--- src/rtl/prog_mem_pkg.sv ---
// Shared definitions for the program-memory responder and the MCU top level.
//   state_e    : responder FSM states (idle / loading an image / MCU running)
//   DefaultAw  : MCU address width (MEM_ADDR)
//   DefaultDw  : MCU data width
package prog_mem_pkg;

  localparam int unsigned DefaultAw = 5;
  localparam int unsigned DefaultDw = 8;

  typedef enum logic [1:0] {
    StIdle,
    StLoad,
    StRun
  } state_e;

endpackage

--- src/rtl/prog_mem_responder_if.sv ---
// Bus bundle between the MCU / program loader (master) and the memory responder (slave).
//   addr, read, write, wr_data, mem_data_out : MCU memory bus
//   ld_start, ld_valid, ld_data, ld_last     : loader byte stream into the responder
//   ld_ready                                 : responder accepts the next loader byte
interface prog_mem_responder_if
  import prog_mem_pkg::*;
#(
  parameter int unsigned AW = DefaultAw,
  parameter int unsigned DW = DefaultDw
) ();

  logic [AW-1:0] addr;
  logic          read;
  logic          write;
  logic [DW-1:0] wr_data;
  logic [DW-1:0] mem_data_out;

  logic          ld_start;
  logic          ld_valid;
  logic [DW-1:0] ld_data;
  logic          ld_last;
  logic          ld_ready;

  modport master (
    output addr, read, write, wr_data, ld_start, ld_valid, ld_data, ld_last,
    input  mem_data_out, ld_ready
  );

  modport slave (
    input  addr, read, write, wr_data, ld_start, ld_valid, ld_data, ld_last,
    output mem_data_out, ld_ready
  );

endinterface

--- src/rtl/mem_array_1r1w.sv ---
// DEPTH x DW storage with one asynchronous read port and one synchronous write port.
// The write port is shared by the program loader and the MCU; the two enables are
// mutually exclusive by construction in the responder FSM, loader wins if both rise.
//   clk                       : write clock
//   ld_we/ld_addr/ld_data     : loader write request
//   cpu_we/cpu_addr/cpu_data  : MCU write request
//   raddr/rdata               : combinational read port
// Contents are never cleared; there is deliberately no reset.
module mem_array_1r1w #(
  parameter int unsigned AW    = 5,
  parameter int unsigned DW    = 8,
  parameter int unsigned DEPTH = 32
) (
  input  logic          clk,
  input  logic          ld_we,
  input  logic [AW-1:0] ld_addr,
  input  logic [DW-1:0] ld_data,
  input  logic          cpu_we,
  input  logic [AW-1:0] cpu_addr,
  input  logic [DW-1:0] cpu_data,
  input  logic [AW-1:0] raddr,
  output logic [DW-1:0] rdata
);

  logic [DW-1:0] mem [DEPTH];

  logic          we;
  logic [AW-1:0] waddr;
  logic [DW-1:0] wdata;

  always_comb begin
    we    = ld_we | cpu_we;
    waddr = cpu_addr;
    wdata = cpu_data;
    if (ld_we) begin
      waddr = ld_addr;
      wdata = ld_data;
    end
  end

  always_ff @(posedge clk) begin
    if (we) begin
      mem[waddr] <= wdata;
    end
  end

  // Async read: a same-cycle write to raddr is only visible after the edge.
  assign rdata = mem[raddr];

endmodule

--- src/rtl/prog_mem_responder.sv ---
// Memory-side responder for the accumulator MCU bus, with a byte-stream program loader.
//   clk, reset  : system clock, synchronous active-high reset
//   bus         : MCU bus + loader handshake (slave side)
//   cpu_hold    : hold MCU in reset while idle or loading
//   load_busy   : FSM is loading an image
//   load_done   : sticky, last load finished normally
//   bus_err     : sticky, MCU raised read and write together while running
module prog_mem_responder
  import prog_mem_pkg::*;
#(
  parameter int unsigned AW    = DefaultAw,
  parameter int unsigned DW    = DefaultDw,
  parameter int unsigned DEPTH = 32
) (
  input  logic                 clk,
  input  logic                 reset,
  prog_mem_responder_if.slave  bus,
  output logic                 cpu_hold,
  output logic                 load_busy,
  output logic                 load_done,
  output logic                 bus_err
);

  state_e        state_q;
  logic [AW-1:0] cnt_q;
  logic          ld_ready_q;
  logic          cpu_hold_q;
  logic          load_busy_q;
  logic          load_done_q;
  logic          bus_err_q;

  logic          in_run;
  logic          ld_fire;
  logic          cnt_at_end;
  logic          cpu_we;
  logic [DW-1:0] rdata;

  assign in_run     = (state_q == StRun);
  assign ld_fire    = (state_q == StLoad) && bus.ld_valid && ld_ready_q;
  assign cnt_at_end = (cnt_q == AW'(DEPTH - 1));
  // Simultaneous read and write is illegal: the read is served, the write dropped.
  assign cpu_we     = in_run && bus.write && !bus.read;

  always_ff @(posedge clk) begin
    if (reset) begin
      state_q     <= StIdle;
      cnt_q       <= '0;
      ld_ready_q  <= 1'b0;
      cpu_hold_q  <= 1'b1;
      load_busy_q <= 1'b0;
      load_done_q <= 1'b0;
      bus_err_q   <= 1'b0;
    end else begin
      unique case (state_q)
        StIdle: begin
          if (bus.ld_start) begin
            state_q     <= StLoad;
            cnt_q       <= '0;
            ld_ready_q  <= 1'b1;
            cpu_hold_q  <= 1'b1;
            load_busy_q <= 1'b1;
            load_done_q <= 1'b0;
          end
        end
        StLoad: begin
          if (ld_fire) begin
            if (bus.ld_last || cnt_at_end) begin
              // Counter is left where it is so it never wraps past DEPTH-1.
              state_q     <= StRun;
              ld_ready_q  <= 1'b0;
              cpu_hold_q  <= 1'b0;
              load_busy_q <= 1'b0;
              load_done_q <= 1'b1;
            end else begin
              cnt_q <= cnt_q + 1'b1;
            end
          end
        end
        StRun: begin
          if (bus.read && bus.write) begin
            bus_err_q <= 1'b1;
          end
          if (bus.ld_start) begin
            state_q     <= StLoad;
            cnt_q       <= '0;
            ld_ready_q  <= 1'b1;
            cpu_hold_q  <= 1'b1;
            load_busy_q <= 1'b1;
            load_done_q <= 1'b0;
          end
        end
        default: begin
          state_q     <= StIdle;
          ld_ready_q  <= 1'b0;
          cpu_hold_q  <= 1'b1;
          load_busy_q <= 1'b0;
        end
      endcase
    end
  end

  mem_array_1r1w #(
    .AW    (AW),
    .DW    (DW),
    .DEPTH (DEPTH)
  ) u_mem (
    .clk      (clk),
    .ld_we    (ld_fire),
    .ld_addr  (cnt_q),
    .ld_data  (bus.ld_data),
    .cpu_we   (cpu_we),
    .cpu_addr (bus.addr),
    .cpu_data (bus.wr_data),
    .raddr    (bus.addr),
    .rdata    (rdata)
  );

  // Zero-latency read so the MCU can latch data in the same cycle it strobes READ.
  assign bus.mem_data_out = (in_run && bus.read) ? rdata : '0;
  assign bus.ld_ready     = ld_ready_q;
  assign cpu_hold         = cpu_hold_q;
  assign load_busy        = load_busy_q;
  assign load_done        = load_done_q;
  assign bus_err          = bus_err_q;

endmodule

--- src/flat_wrapper.sv ---
// flat-port wrapper written by rule: the top's interface ports become plain ports
module prog_mem_responder_flat import prog_mem_pkg::*;
#(
  parameter int unsigned AW    = DefaultAw,
  parameter int unsigned DW    = DefaultDw,
  parameter int unsigned DEPTH = 32
)
  (clk, reset, cpu_hold, load_busy, load_done, bus_err, bus_addr, bus_read, bus_write, bus_wr_data, bus_ld_start, bus_ld_valid, bus_ld_data, bus_ld_last, bus_mem_data_out, bus_ld_ready);
  prog_mem_responder_if #(.AW(AW), .DW(DW)) bus_i ();
  input  logic clk;
  input  logic reset;
  output logic cpu_hold;
  output logic load_busy;
  output logic load_done;
  output logic bus_err;
  input wire logic [$bits(bus_i.addr)-1:0] bus_addr;
  input wire logic [$bits(bus_i.read)-1:0] bus_read;
  input wire logic [$bits(bus_i.write)-1:0] bus_write;
  input wire logic [$bits(bus_i.wr_data)-1:0] bus_wr_data;
  input wire logic [$bits(bus_i.ld_start)-1:0] bus_ld_start;
  input wire logic [$bits(bus_i.ld_valid)-1:0] bus_ld_valid;
  input wire logic [$bits(bus_i.ld_data)-1:0] bus_ld_data;
  input wire logic [$bits(bus_i.ld_last)-1:0] bus_ld_last;
  output wire logic [$bits(bus_i.mem_data_out)-1:0] bus_mem_data_out;
  output wire logic [$bits(bus_i.ld_ready)-1:0] bus_ld_ready;
  assign bus_i.addr = bus_addr;
  assign bus_i.read = bus_read;
  assign bus_i.write = bus_write;
  assign bus_i.wr_data = bus_wr_data;
  assign bus_i.ld_start = bus_ld_start;
  assign bus_i.ld_valid = bus_ld_valid;
  assign bus_i.ld_data = bus_ld_data;
  assign bus_i.ld_last = bus_ld_last;
  assign bus_mem_data_out = bus_i.mem_data_out;
  assign bus_ld_ready = bus_i.ld_ready;
  prog_mem_responder #(.AW(AW), .DW(DW), .DEPTH(DEPTH)) u_core (.clk(clk), .reset(reset), .bus(bus_i), .cpu_hold(cpu_hold), .load_busy(load_busy), .load_done(load_done), .bus_err(bus_err));
endmodule
--- config.mk ---
export PLATFORM = sky130hd
export DESIGN_NAME = prog_mem_responder_flat
export DESIGN_NICKNAME = d
export VERILOG_FILES = /design/src/rtl/prog_mem_pkg.sv /design/src/rtl/prog_mem_responder_if.sv /design/src/rtl/mem_array_1r1w.sv /design/src/rtl/prog_mem_responder.sv /design/src/flat_wrapper.sv
export SDC_FILE = /design/constraint.sdc
export NUM_CORES = 1
export LEC_CHECK = 0
export ABC_AREA = 1
export CORE_ASPECT_RATIO = 0.7
export CORE_UTILIZATION = 30
export DETAILED_ROUTE_END_ITERATION = 8
export GPL_TIMING_DRIVEN = 0
export SETUP_SLACK_MARGIN = 0.05
export SYNTH_ARGS = -nofsm -noshare
export SYNTH_HDL_FRONTEND = slang
export SYNTH_HIERARCHICAL = 1
export SYNTH_SLANG_ARGS = --single-unit
--- constraint.sdc ---
create_clock -name clk -period 6.06 [get_ports clk]
set_input_delay 0.606 -clock clk [delete_from_list [all_inputs] [get_ports clk]]
set_output_delay 0.606 -clock clk [all_outputs]
set_load 0.005 [all_outputs]
==> results.toml <==
[clock_network]
tritoncts = "yes"
insertion_delay_ns = 0.53
hold_buffers = 0
clockRootBuffer = "clkbuf_16"
cts_resized = 0
cts_setup_buffers = 0
cts_num_sinks = 267
cts-htree-levels = 1
cts_buffer_depth = 3
cts_buffers = 25
cts.clk_slew.worst_paths_ns = 0.07

[timing]
whs_ns = 0.473
rsz0062_at_grt = "false"
worst_pin_slew_ns = 1.35
timing.setup.tns_ns = 0
setup_viol = 0
fin_crit_ns = 4.10
fin_skew_ns = 0.0123
period_share_pct = 67.7
maxSlewViolCount = 0
fmax_ghz = 0.244
final_hold_viol_count = 0
slew_headroom_pct = 9.95

[worst_setup_path]
ff2ff_path_depth = 7
path_class = "in2out"
r2r-end = "u_core/u_mem/mem[2][3]$_DFFE_PP_"
critPathBufInv = 6
path_cells = "clkdlybuf4s50_1 > clkbuf_1 > inv_1 > clkbuf_1 > nand3_1 > nand2_1 > nand2_1 > nand2_1 > nand2_1 > nand2_1 > inv_1 > nor2_1 > clkdlybuf4s50_1"
required_ns = 5.45
cp_slowest_cell = "clkbuf_1"
startpoint_type = "input port"
worstPathArrival_ns = 3.50
end_kind = "output port"
r2r-start = "u_core/state_q[0]$_SDFFE_PP0P_"
crit_path_max_incr_delay_ns = 0.56
path_max_fanout = 10
crit_top_cell = "nand2_1"
r2r_slack_ns = 2.32
crit_family = "buffers and inverters"
crit_cells = 13

[floorplan]
die_w_um = 234
io_pins = 41
die_h_um = 164
fp-row-count = 59
initial_core_util_pct = 30.5
core_mm2 = 0.0371
die_area_mm2 = 0.0385

[final_layout]
register_area_mm2 = 0.00791
multiInputGateArea_mm2 = 0.00302
syn_to_final_growth_pct = 16.7
postLayoutCellArea_mm2 = 0.0132
antenna_cells = 0
drive_gt1_share_pct = 7.83
nFillCells = 3674
final_cell_count_no_fill = 1637
nNetsFinal = 1161

[grt]
grt_pass1_wl_um = 45400
antenna_found_initial = 0
overflow = 0
grt_usage_pct = 16.1
grt_pass1_vias = 7411
grt_max_degree = 33

[power]
ir_worst_vdd_mv = 0.175
power_density_mw_per_mm2 = 312
p_leak_nw = 4.86

[placement]
dp_hpwl_um = 21300
place_area_mm2 = 0.0123
gp_congestion = 0.878
dp_cells = 1592
numPortBuffers = 40

[drt]
routed_wl_um = 30700
vias = 7979
routed_via_density = 4.87
dr.pass1.iters = 5
ant_nets = 0
dr.first_iter.drc_count = 863
drc = 0
wl_per_cell_um = 18.8

[synth]
syn-cell-area_mm2 = 0.0113
synthesis.nets = 1093
synthesis.instances = 1063
ys_types = 27
avgSynthCellArea_um2 = 10.6
ys_ff_latch = 267
yosysWarnings = 6
yosysSeqAreaShare_pct = 69.9

[flow_run]
max_cap_viol_count = 0

[hold_path]
hold_depth = 1
worstHoldStart = "u_core/cpu_hold$_SDFFE_PP1P_"
holdPathEnd = "u_core/cpu_hold$_SDFFE_PP1P_"
hp-class = "reg2reg"

[status]
status = "completed"
[cell type report]
cell class / count / area share (%)
buffer: 55 / 1.93
timing repair buffer: 41 / 3.24
clock inverter: 13 / 1.26
clock buffer: 32 / 5.16
multi-input combinational: 706 / 22.9
sequential: 267 / 59.9
inverter: 35 / 0.995
tap: 488 / 4.62
[logic make-up (layout without fill, tap and decap cells)]
| logic type | Yosys count | after routing | synth area share, % |
|---|---|---|---|
| simple gates | 690 | 690 | 25.7 |
| compound gates | 14 | 14 | 0.741 |
| fa+ha+maj | 2 | 2 | 0.221 |
| flops | 267 | 267 | 69.9 |
| buf+inv | 90 | 176 | 3.42 |
[Yosys cell counts, drive strengths merged]
library cell	number	area (um2)
a21o	1	7.51
a21oi	7	38.8
buf	40	199
clkbuf	15	56.3
dfxtp	11	220
edfxtp	256	7690
ha	2	25.0
inv	35	131
nand2	418	1590
nand3	202	1010
nand4	3	18.8
nor2	60	249
nor3	1	5.00
o21ai	6	37.5
or2	6	37.5
[placed cells by master (no fill, tap or decap), types with 2 or more instances in the layout]
master,synthesis,final
a21oi_1,6,6
nand3_1,202,202
bufinv_16,0,4
clkinv_1,0,3
clkbuf_8,0,3
or2_0,2,2
dfxtp_1,11,11
edfxtp_1,256,256
clkinv_2,0,4
nand2_4,2,2
clkbuf_1,15,19
clkdlybuf4s50_1,0,40
o21ai_0,4,4
ha_1,2,2
nand2_2,1,3
buf_1,8,8
or2_1,2,2
buf_2,30,30
nor2_2,3,3
nand2_1,415,413
or2_2,2,2
nor2_1,56,56
inv_2,5,5
clkbuf_16,0,25
clkinvlp_4,0,2
nand4_1,3,3
inv_1,30,30
o21ai_2,2,2
[state kept, by name (all words and copies together), names as in the netlist]
signal and flops:
u_core/u_mem/mem 256, u_core/cnt_q 5, u_core/state_q 2, u_core/bus_err 1, u_core/cpu_hold 1, u_core/load_busy 1
u_core/load_done 1
[where the power goes]
group | switching (mW) | internal (mW) | leakage (nW)
Clock | 0.672 | 0.964 | 0.412
Combinational | 0.283 | 0.117 | 2.06
Sequential | 0.0195 | 2.06 | 2.39
[metal layers]
layer  vias up  global-route usage, %  part of all wire [%]
met3        33                   4.04                    10
met1      3867                   24.9                    48
met4         0                   3.07                   1.7
met5         -                      0                     0
met2       324                   22.4                    40
li1       3755                      -                     -
[how the worst max path moves through the flow]
stage | from | end
after detailed placement | bus_ld_valid | u_core/u_mem/mem[2][5]$_DFFE_PP_
after floorplan | bus_ld_valid | u_core/u_mem/mem[4][0]$_DFFE_PP_
after CTS | bus_addr[2] | bus_mem_data_out[6]
after global placement | bus_ld_valid | u_core/u_mem/mem[2][5]$_DFFE_PP_
final | bus_addr[2] | bus_mem_data_out[2]
after global routing | bus_addr[2] | bus_mem_data_out[6]
[per-stage QoR]
| step | utilization (%) | power, mW | setup WS [ns] |
|---|---|---|---|
| after floorplan | - | 2.35 | 3.36 |
| after global placement | 33.2 | 2.51 | 2.05 |
| after detailed placement | 33.3 | 2.52 | 1.93 |
| after CTS | 35.5 | 4.15 | 2.01 |
| after global routing | 35.6 | 4.26 | 1.86 |
| final | 35.6 | 4.12 | 1.96 |
No activity file was read; power rests on OpenSTA's default activity.
